$ cat src/rtl/i2c_target_pkg.sv
// Shared types and constants for the I2C register target.
package i2c_target_pkg;

    localparam int NUM_REGS = 4;
    localparam int PTR_W    = 2;

    typedef enum logic [3:0] {
        IDLE,
        ADDR,
        ADDR_ACK,
        PTR,
        PTR_ACK,
        WR_DATA,
        WR_ACK,
        RD_DATA,
        RD_ACK
    } state_t;

endpackage

$ cat src/rtl/i2c_line_filter.sv
// Two-flop synchroniser followed by a stability filter; the output only follows
// the pad after FILTER_LEN consecutive samples at the new level.
module i2c_line_filter #(
    parameter int FILTER_LEN = 3
) (
    input  logic i_clk,
    input  logic i_rstN,
    input  logic i_raw,
    output logic o_level
);

    localparam logic [2:0] CNT_MAX = 3'(FILTER_LEN - 1);

    logic [1:0] r_sync;
    logic [2:0] r_cnt;
    logic       r_level;

    // Resets to 1 so the bus looks idle until real levels have been accepted.
    always_ff @(posedge i_clk or negedge i_rstN) begin
        if (!i_rstN) begin
            r_sync  <= 2'b11;
            r_cnt   <= '0;
            r_level <= 1'b1;
        end else begin
            r_sync <= {r_sync[0], i_raw};
            if (r_sync[1] == r_level) begin
                r_cnt <= '0;
            end else if (r_cnt == CNT_MAX) begin
                r_level <= r_sync[1];
                r_cnt   <= '0;
            end else begin
                r_cnt <= r_cnt + 3'd1;
            end
        end
    end

    assign o_level = r_level;

endmodule

$ cat src/rtl/i2c_target.sv
// I2C target with a pointer register, three read/write control bytes and a
// read-only status byte. SCL is never driven; SDA is open-drain via SDA_OE.
module i2c_target
    import i2c_target_pkg::*;
#(
    parameter logic [6:0] I2C_ADDR   = 7'h42,
    parameter int         FILTER_LEN = 3
) (
    input  logic        clk,
    input  logic        RESET_N,
    input  logic        SCL_IN,
    input  logic        SDA_IN,
    output logic        SDA_OE,
    output logic [23:0] ctrl_out,
    input  logic [7:0]  status_in,
    output logic        wr_pulse
);

    state_t                      r_state;
    state_t                      w_nextState;
    logic                        w_scl;
    logic                        w_sda;
    logic                        r_sclPrev;
    logic                        r_sdaPrev;
    logic                        w_sclRise;
    logic                        w_sclFall;
    logic                        w_start;
    logic                        w_stop;
    logic [7:0]                  r_shift;
    logic [3:0]                  r_bitCnt;
    logic                        r_rw;
    logic                        r_mNack;
    logic [PTR_W-1:0]            r_ptr;
    logic [(NUM_REGS-1)*8-1:0]   r_ctrl;
    logic [7:0]                  r_txByte;
    logic [7:0]                  w_rdByte;
    logic [7:0]                  w_rxByte;
    logic                        r_sdaOe;
    logic                        w_oeNext;
    logic                        r_wrPulse;

    i2c_line_filter #(.FILTER_LEN(FILTER_LEN)) u_sclFilter (
        .i_clk   (clk),
        .i_rstN  (RESET_N),
        .i_raw   (SCL_IN),
        .o_level (w_scl)
    );

    i2c_line_filter #(.FILTER_LEN(FILTER_LEN)) u_sdaFilter (
        .i_clk   (clk),
        .i_rstN  (RESET_N),
        .i_raw   (SDA_IN),
        .o_level (w_sda)
    );

    assign w_sclRise = w_scl & ~r_sclPrev;
    assign w_sclFall = ~w_scl & r_sclPrev;
    assign w_start   = w_scl & r_sclPrev & r_sdaPrev & ~w_sda;
    assign w_stop    = w_scl & r_sclPrev & ~r_sdaPrev & w_sda;
    assign w_rxByte  = {r_shift[6:0], w_sda};

    always_comb begin
        case (r_ptr)
            2'd0:    w_rdByte = r_ctrl[7:0];
            2'd1:    w_rdByte = r_ctrl[15:8];
            2'd2:    w_rdByte = r_ctrl[23:16];
            default: w_rdByte = status_in;
        endcase
    end

    always_ff @(posedge clk or negedge RESET_N) begin
        if (!RESET_N) begin
            r_state <= IDLE;
            r_sdaOe <= 1'b0;
        end else begin
            r_state <= w_nextState;
            r_sdaOe <= w_oeNext;
        end
    end

    // Every state advances on an SCL falling edge, so SDA_OE only moves there.
    always_comb begin
        w_nextState = r_state;
        w_oeNext    = r_sdaOe;
        if (w_stop) begin
            w_nextState = IDLE;
            w_oeNext    = 1'b0;
        end else if (w_start) begin
            w_nextState = ADDR;
            w_oeNext    = 1'b0;
        end else if (w_sclFall) begin
            case (r_state)
                ADDR: begin
                    if (r_bitCnt == 4'd8) begin
                        if (r_shift[7:1] == I2C_ADDR) begin
                            w_nextState = ADDR_ACK;
                            w_oeNext    = 1'b1;
                        end else begin
                            w_nextState = IDLE;
                            w_oeNext    = 1'b0;
                        end
                    end
                end
                ADDR_ACK: begin
                    if (r_rw) begin
                        w_nextState = RD_DATA;
                        w_oeNext    = ~w_rdByte[7];
                    end else begin
                        w_nextState = PTR;
                        w_oeNext    = 1'b0;
                    end
                end
                PTR: begin
                    if (r_bitCnt == 4'd8) begin
                        if (r_shift[7:2] != 6'd0) begin
                            w_nextState = IDLE;
                            w_oeNext    = 1'b0;
                        end else begin
                            w_nextState = PTR_ACK;
                            w_oeNext    = 1'b1;
                        end
                    end
                end
                PTR_ACK, WR_ACK: begin
                    w_nextState = WR_DATA;
                    w_oeNext    = 1'b0;
                end
                WR_DATA: begin
                    if (r_bitCnt == 4'd8) begin
                        w_nextState = WR_ACK;
                        w_oeNext    = 1'b1;
                    end
                end
                RD_DATA: begin
                    if (r_bitCnt == 4'd8) begin
                        w_nextState = RD_ACK;
                        w_oeNext    = 1'b0;
                    end else begin
                        w_oeNext = ~r_txByte[6];
                    end
                end
                RD_ACK: begin
                    if (r_mNack) begin
                        w_nextState = IDLE;
                        w_oeNext    = 1'b0;
                    end else begin
                        w_nextState = RD_DATA;
                        w_oeNext    = ~w_rdByte[7];
                    end
                end
                default: ;
            endcase
        end
    end

    always_ff @(posedge clk or negedge RESET_N) begin
        if (!RESET_N) begin
            r_sclPrev <= 1'b1;
            r_sdaPrev <= 1'b1;
            r_shift   <= '0;
            r_bitCnt  <= '0;
            r_rw      <= 1'b0;
            r_mNack   <= 1'b0;
            r_ptr     <= '0;
            r_ctrl    <= '0;
            r_txByte  <= '0;
            r_wrPulse <= 1'b0;
        end else begin
            r_sclPrev <= w_scl;
            r_sdaPrev <= w_sda;
            r_wrPulse <= 1'b0;
            if (w_start || w_stop) begin
                r_bitCnt <= '0;
            end else if (w_sclRise) begin
                case (r_state)
                    ADDR, PTR, WR_DATA: begin
                        r_shift  <= w_rxByte;
                        r_bitCnt <= r_bitCnt + 4'd1;
                        // The top byte slot is read-only status, so writes there only advance ptr.
                        if (r_state == WR_DATA && r_bitCnt == 4'd7) begin
                            r_ptr <= r_ptr + PTR_W'(1);
                            case (r_ptr)
                                2'd0:    begin r_ctrl[7:0]   <= w_rxByte; r_wrPulse <= 1'b1; end
                                2'd1:    begin r_ctrl[15:8]  <= w_rxByte; r_wrPulse <= 1'b1; end
                                2'd2:    begin r_ctrl[23:16] <= w_rxByte; r_wrPulse <= 1'b1; end
                                default: ;
                            endcase
                        end
                    end
                    RD_DATA: r_bitCnt <= r_bitCnt + 4'd1;
                    RD_ACK: begin
                        r_mNack <= w_sda;
                        if (!w_sda) begin
                            r_ptr <= r_ptr + PTR_W'(1);
                        end
                    end
                    default: ;
                endcase
            end else if (w_sclFall) begin
                case (r_state)
                    ADDR: begin
                        if (r_bitCnt == 4'd8) begin
                            r_bitCnt <= '0;
                            r_rw     <= r_shift[0];
                        end
                    end
                    ADDR_ACK: begin
                        r_bitCnt <= '0;
                        if (r_rw) begin
                            r_txByte <= w_rdByte;
                        end
                    end
                    PTR: begin
                        if (r_bitCnt == 4'd8) begin
                            r_bitCnt <= '0;
                            if (r_shift[7:2] == 6'd0) begin
                                r_ptr <= r_shift[PTR_W-1:0];
                            end
                        end
                    end
                    WR_DATA: begin
                        if (r_bitCnt == 4'd8) begin
                            r_bitCnt <= '0;
                        end
                    end
                    RD_DATA: begin
                        if (r_bitCnt == 4'd8) begin
                            r_bitCnt <= '0;
                        end else begin
                            r_txByte <= {r_txByte[6:0], 1'b0};
                        end
                    end
                    RD_ACK: begin
                        if (!r_mNack) begin
                            r_txByte <= w_rdByte;
                        end
                    end
                    default: ;
                endcase
            end
        end
    end

    assign SDA_OE   = r_sdaOe;
    assign ctrl_out = r_ctrl;
    assign wr_pulse = r_wrPulse;

endmodule
$ cat config.mk
export PLATFORM = sky130hd
export DESIGN_NAME = i2c_target
export DESIGN_NICKNAME = d
export VERILOG_FILES = /design/src/rtl/i2c_target_pkg.sv /design/src/rtl/i2c_line_filter.sv /design/src/rtl/i2c_target.sv
export SDC_FILE = /design/constraint.sdc
export NUM_CORES = 1
export LEC_CHECK = 0
export ABC_AREA = 1
export CORE_UTILIZATION = 40
export CTS_CLUSTER_DIAMETER = 120
export DETAILED_ROUTE_END_ITERATION = 8
export GPL_TIMING_DRIVEN = 0
export PLACE_DENSITY = 0.62
export RECOVER_POWER = 25
export SLEW_MARGIN = 5
export SYNTH_ARGS = -nofsm -noshare
export SYNTH_HDL_FRONTEND = slang
export SYNTH_SLANG_ARGS = --single-unit
$ cat constraint.sdc
create_clock -name clk -period 2 [get_ports clk]
set_clock_uncertainty 0.15 [all_clocks]
set_input_delay 0.4 -clock clk [delete_from_list [all_inputs] [get_ports clk]]
set_output_delay 0.4 -clock clk [all_outputs]
set_load 0.05 [all_outputs]
==> impl_results.md <==
- CTS buffer count: 9
- EDFF count, synth: 0
- Min-Delay Path Depth: 0
- RSZ-0062 raised after global routing: true
- Hold Fails Final Rpt: 0
- Initial antenna violation count: 0
- Slew Viols, Final: 0
- Worst skew pair latency: approximately 360 ps
- R2R setup slack: around 58 ps
- Area delta synth->final: 22.0%
- Die Span Y: just under 100 µm
- Via count: about 3000
- Die Wd: 96.2 µm
- Min Hold Slack: around 210 ps
- Crit path max fanout: 10
- Vias in the first global route: between 2000 and 3000
- Sequential share of the synthesized area: between 40% and 50%
- Netlist cell types: 40
- DRT Wirelength: roughly 8.5 mm
- Reg2Reg Launch Point: u_sclFilter.o_level
- Maximum root-to-sink buffer count: 2
- PwrDens: between 900 and 1000 nW/µm²
- Synth Flop Type: dfrtp_1
- Crit path DAT: roughly 2000 ps
- Commonest cells after routing, fill and taps aside: nand2_1, dfrtp_1, inv_1
- Synthesized area per cell: 8.18 µm²
- FILL cells: approximately 850
- Layout cells sized above 1: between 10% and 20%
- Detail Route Antenna Nets: 0
- Starting Density: slightly above 40%
- Total power: 0.00432 W
- Status: finished clean
- Final non-filler cell total: between 500 and 600
- Reg2reg path depth: 9
- Fmax: 0.515 GHz
- Worst-margin pin slew: 1080 ps
- Setup crit end: r_state[2]
- CP startpoint kind: register
- Mapped Area: between 3000 and 4000 µm²
- Io pins: 38
- Total track usage: 20.3%
- Worst Setup SP: u_sclFilter.o_level
- Worst slew margin: 27.7%
- Crit Path Category: reg2reg
- DIE AREA: roughly 9300 µm²
- Peak supply drop: around 0.44 mV
- First-pass GRT wire length: between 10 and 15 mm
- Worst min-delay path class: reg2reg
- Root Buffer: clkbuf_8
- DRT iter0 DRCs: a little over 100
- Final setup viols: 0
- Clock sinks: 67
- Clock-pin transition on the worst setup and hold timing paths: about 80 ps
- CTS tree: yes
- Yosys reg bits: 67
- Worst endpoint required time: approximately 2100 ps
- Most common cell after layout, fill and taps aside: nand2_1
- PortBufs: 37
- First-pass DRT Iterations: 4
- Post-DP HPWL: ~6.3 mm
- DRC: 0
- Ys async rst share: between 90% and 100%
- Max cap viols: 0
- Largest net degree at the start of global routing: 52
- Capturing point of the worst reg2reg path: r_state[2]
- DR WL/cell: around 14 µm
- # H-tree levels: 3
- Syn Nets: 455
- Gpl congestion: 0.873
- Final worst-path cycle share: between 90% and 100%
- Vias per Instance: a little over 5
- Placed insts: 580
- Overflow after GRT: 0
- Cell count after synthesis: 434
- Synthesis Warnings: 0
- Min Tclk post-route: between 1500 and 2000 ps
- Lkg Pwr: ~2.2 nW
- Row cnt: 34
- NumNets Final: a little over 500
- Core area: 8680 µm²
- Crit. End Element: register
- # diodes: 0
metal layers:
layer	GRT usage, %	share of wire, %
met1	28.7	48
met2	31.0	47
met3	4.11	2.9
met4	6.72	1.9
met5	0	0
area by class of cell:
type                       count  area (µm²)  area share, %
sequential                    67        1690           38.9
multi-input combinational    315        1670           38.5
timing repair buffer          45         414           9.56
inverter                      42         160           3.70
tap                          108         135           3.12
clock buffer                   9         124           2.86
clock inverter                 7        98.8           2.28
buffer                         6        43.8           1.01
what timing repair did:
item	4_1_cts	5_1_grt
gates resized for setup	29	6
pin swaps	0	2
buffers inserted	0	6
endpoints found under the hold margin	16	0
setup endpoints to repair	66	47
hold buffers	1	0
cloned	0	0
sequential cells by signal, indices dropped and copies added (netlist names), 2 cells and up:
name,flops
u_sclFilter.r_sync,2
u_sdaFilter.r_cnt,3
u_sdaFilter.r_sync,2
r_shift,8
r_ptr,2
r_bitCnt,4
u_sclFilter.r_cnt,3
r_state,4
ctrl_out,24
r_txByte,7
cells in the mapped netlist, types with 6 or more instances:
master | number | area [µm²]
o211ai_1 | 6 | 45.0
nor2_1 | 34 | 128
o21ai_1 | 10 | 50.1
a21oi_1 | 17 | 85.1
dfrtp_1 | 59 | 1480
inv_1 | 36 | 135
nor3_1 | 6 | 30.0
nand3_1 | 34 | 170
ha_1 | 9 | 113
nand2_1 | 134 | 503
dfstp_2 | 8 | 210
o21ai_0 | 23 | 115
per-stage QoR:
step	utilization (%)	TNS [ps]	area [µm²]	setup slack, ps
2_1_floorplan	-	0	3550	143
3_3_place_gp	46.7	-125730	4060	-1930
3_5_place_dp	47.0	-4140	4080	-205
4_1_cts	49.3	-10.7	4280	-10.7
5_1_grt	49.9	-547	4330	-73.7
6_report	49.9	0	4330	57.6
where the power goes:
group | internal [W] | switching [W]
clock | 0.000710 | 0.000575
sequential | 0.00153 | 0.000152
combinational | 0.000474 | 0.000881
how the worst min path moves through the flow:
stage                            endpoint  slack [ps]                   from
floorplan                          SDA_OE         -50                RESET_N
global placement    u_sclFilter.r_sync[1]         200  u_sclFilter.r_sync[0]
detailed placement            r_txByte[2]         140                RESET_N
CTS                 u_sdaFilter.r_sync[1]         210  u_sdaFilter.r_sync[0]
global route        u_sclFilter.r_sync[1]         210  u_sclFilter.r_sync[0]
finish              u_sdaFilter.r_sync[1]         210  u_sdaFilter.r_sync[0]
critical path, cell delays in order (launching register included):
cell	delay, ps
dfstp_2	580
ha_1	200
nand3_1	170
nand2_4	170
inv_1	80
buf_2	180
nand2_1	80
nand2_1	100
nand2_1	70
nand2_1	60
kinds of logic after synthesis:
kind of cell | count (synthesis) | share of synthesized area (%)
and+or+nand+nor | 236 | 31.7
muxes | 2 | 0.564
DFF | 67 | 47.5
buffers and inverters | 52 | 6.06
AOI/OAI and AO/OA | 65 | 10.3
xor gates and xnor gates | 3 | 0.740
adders and majority gates | 9 | 3.17
Note: power is estimated with default switching activity, not from simulation.
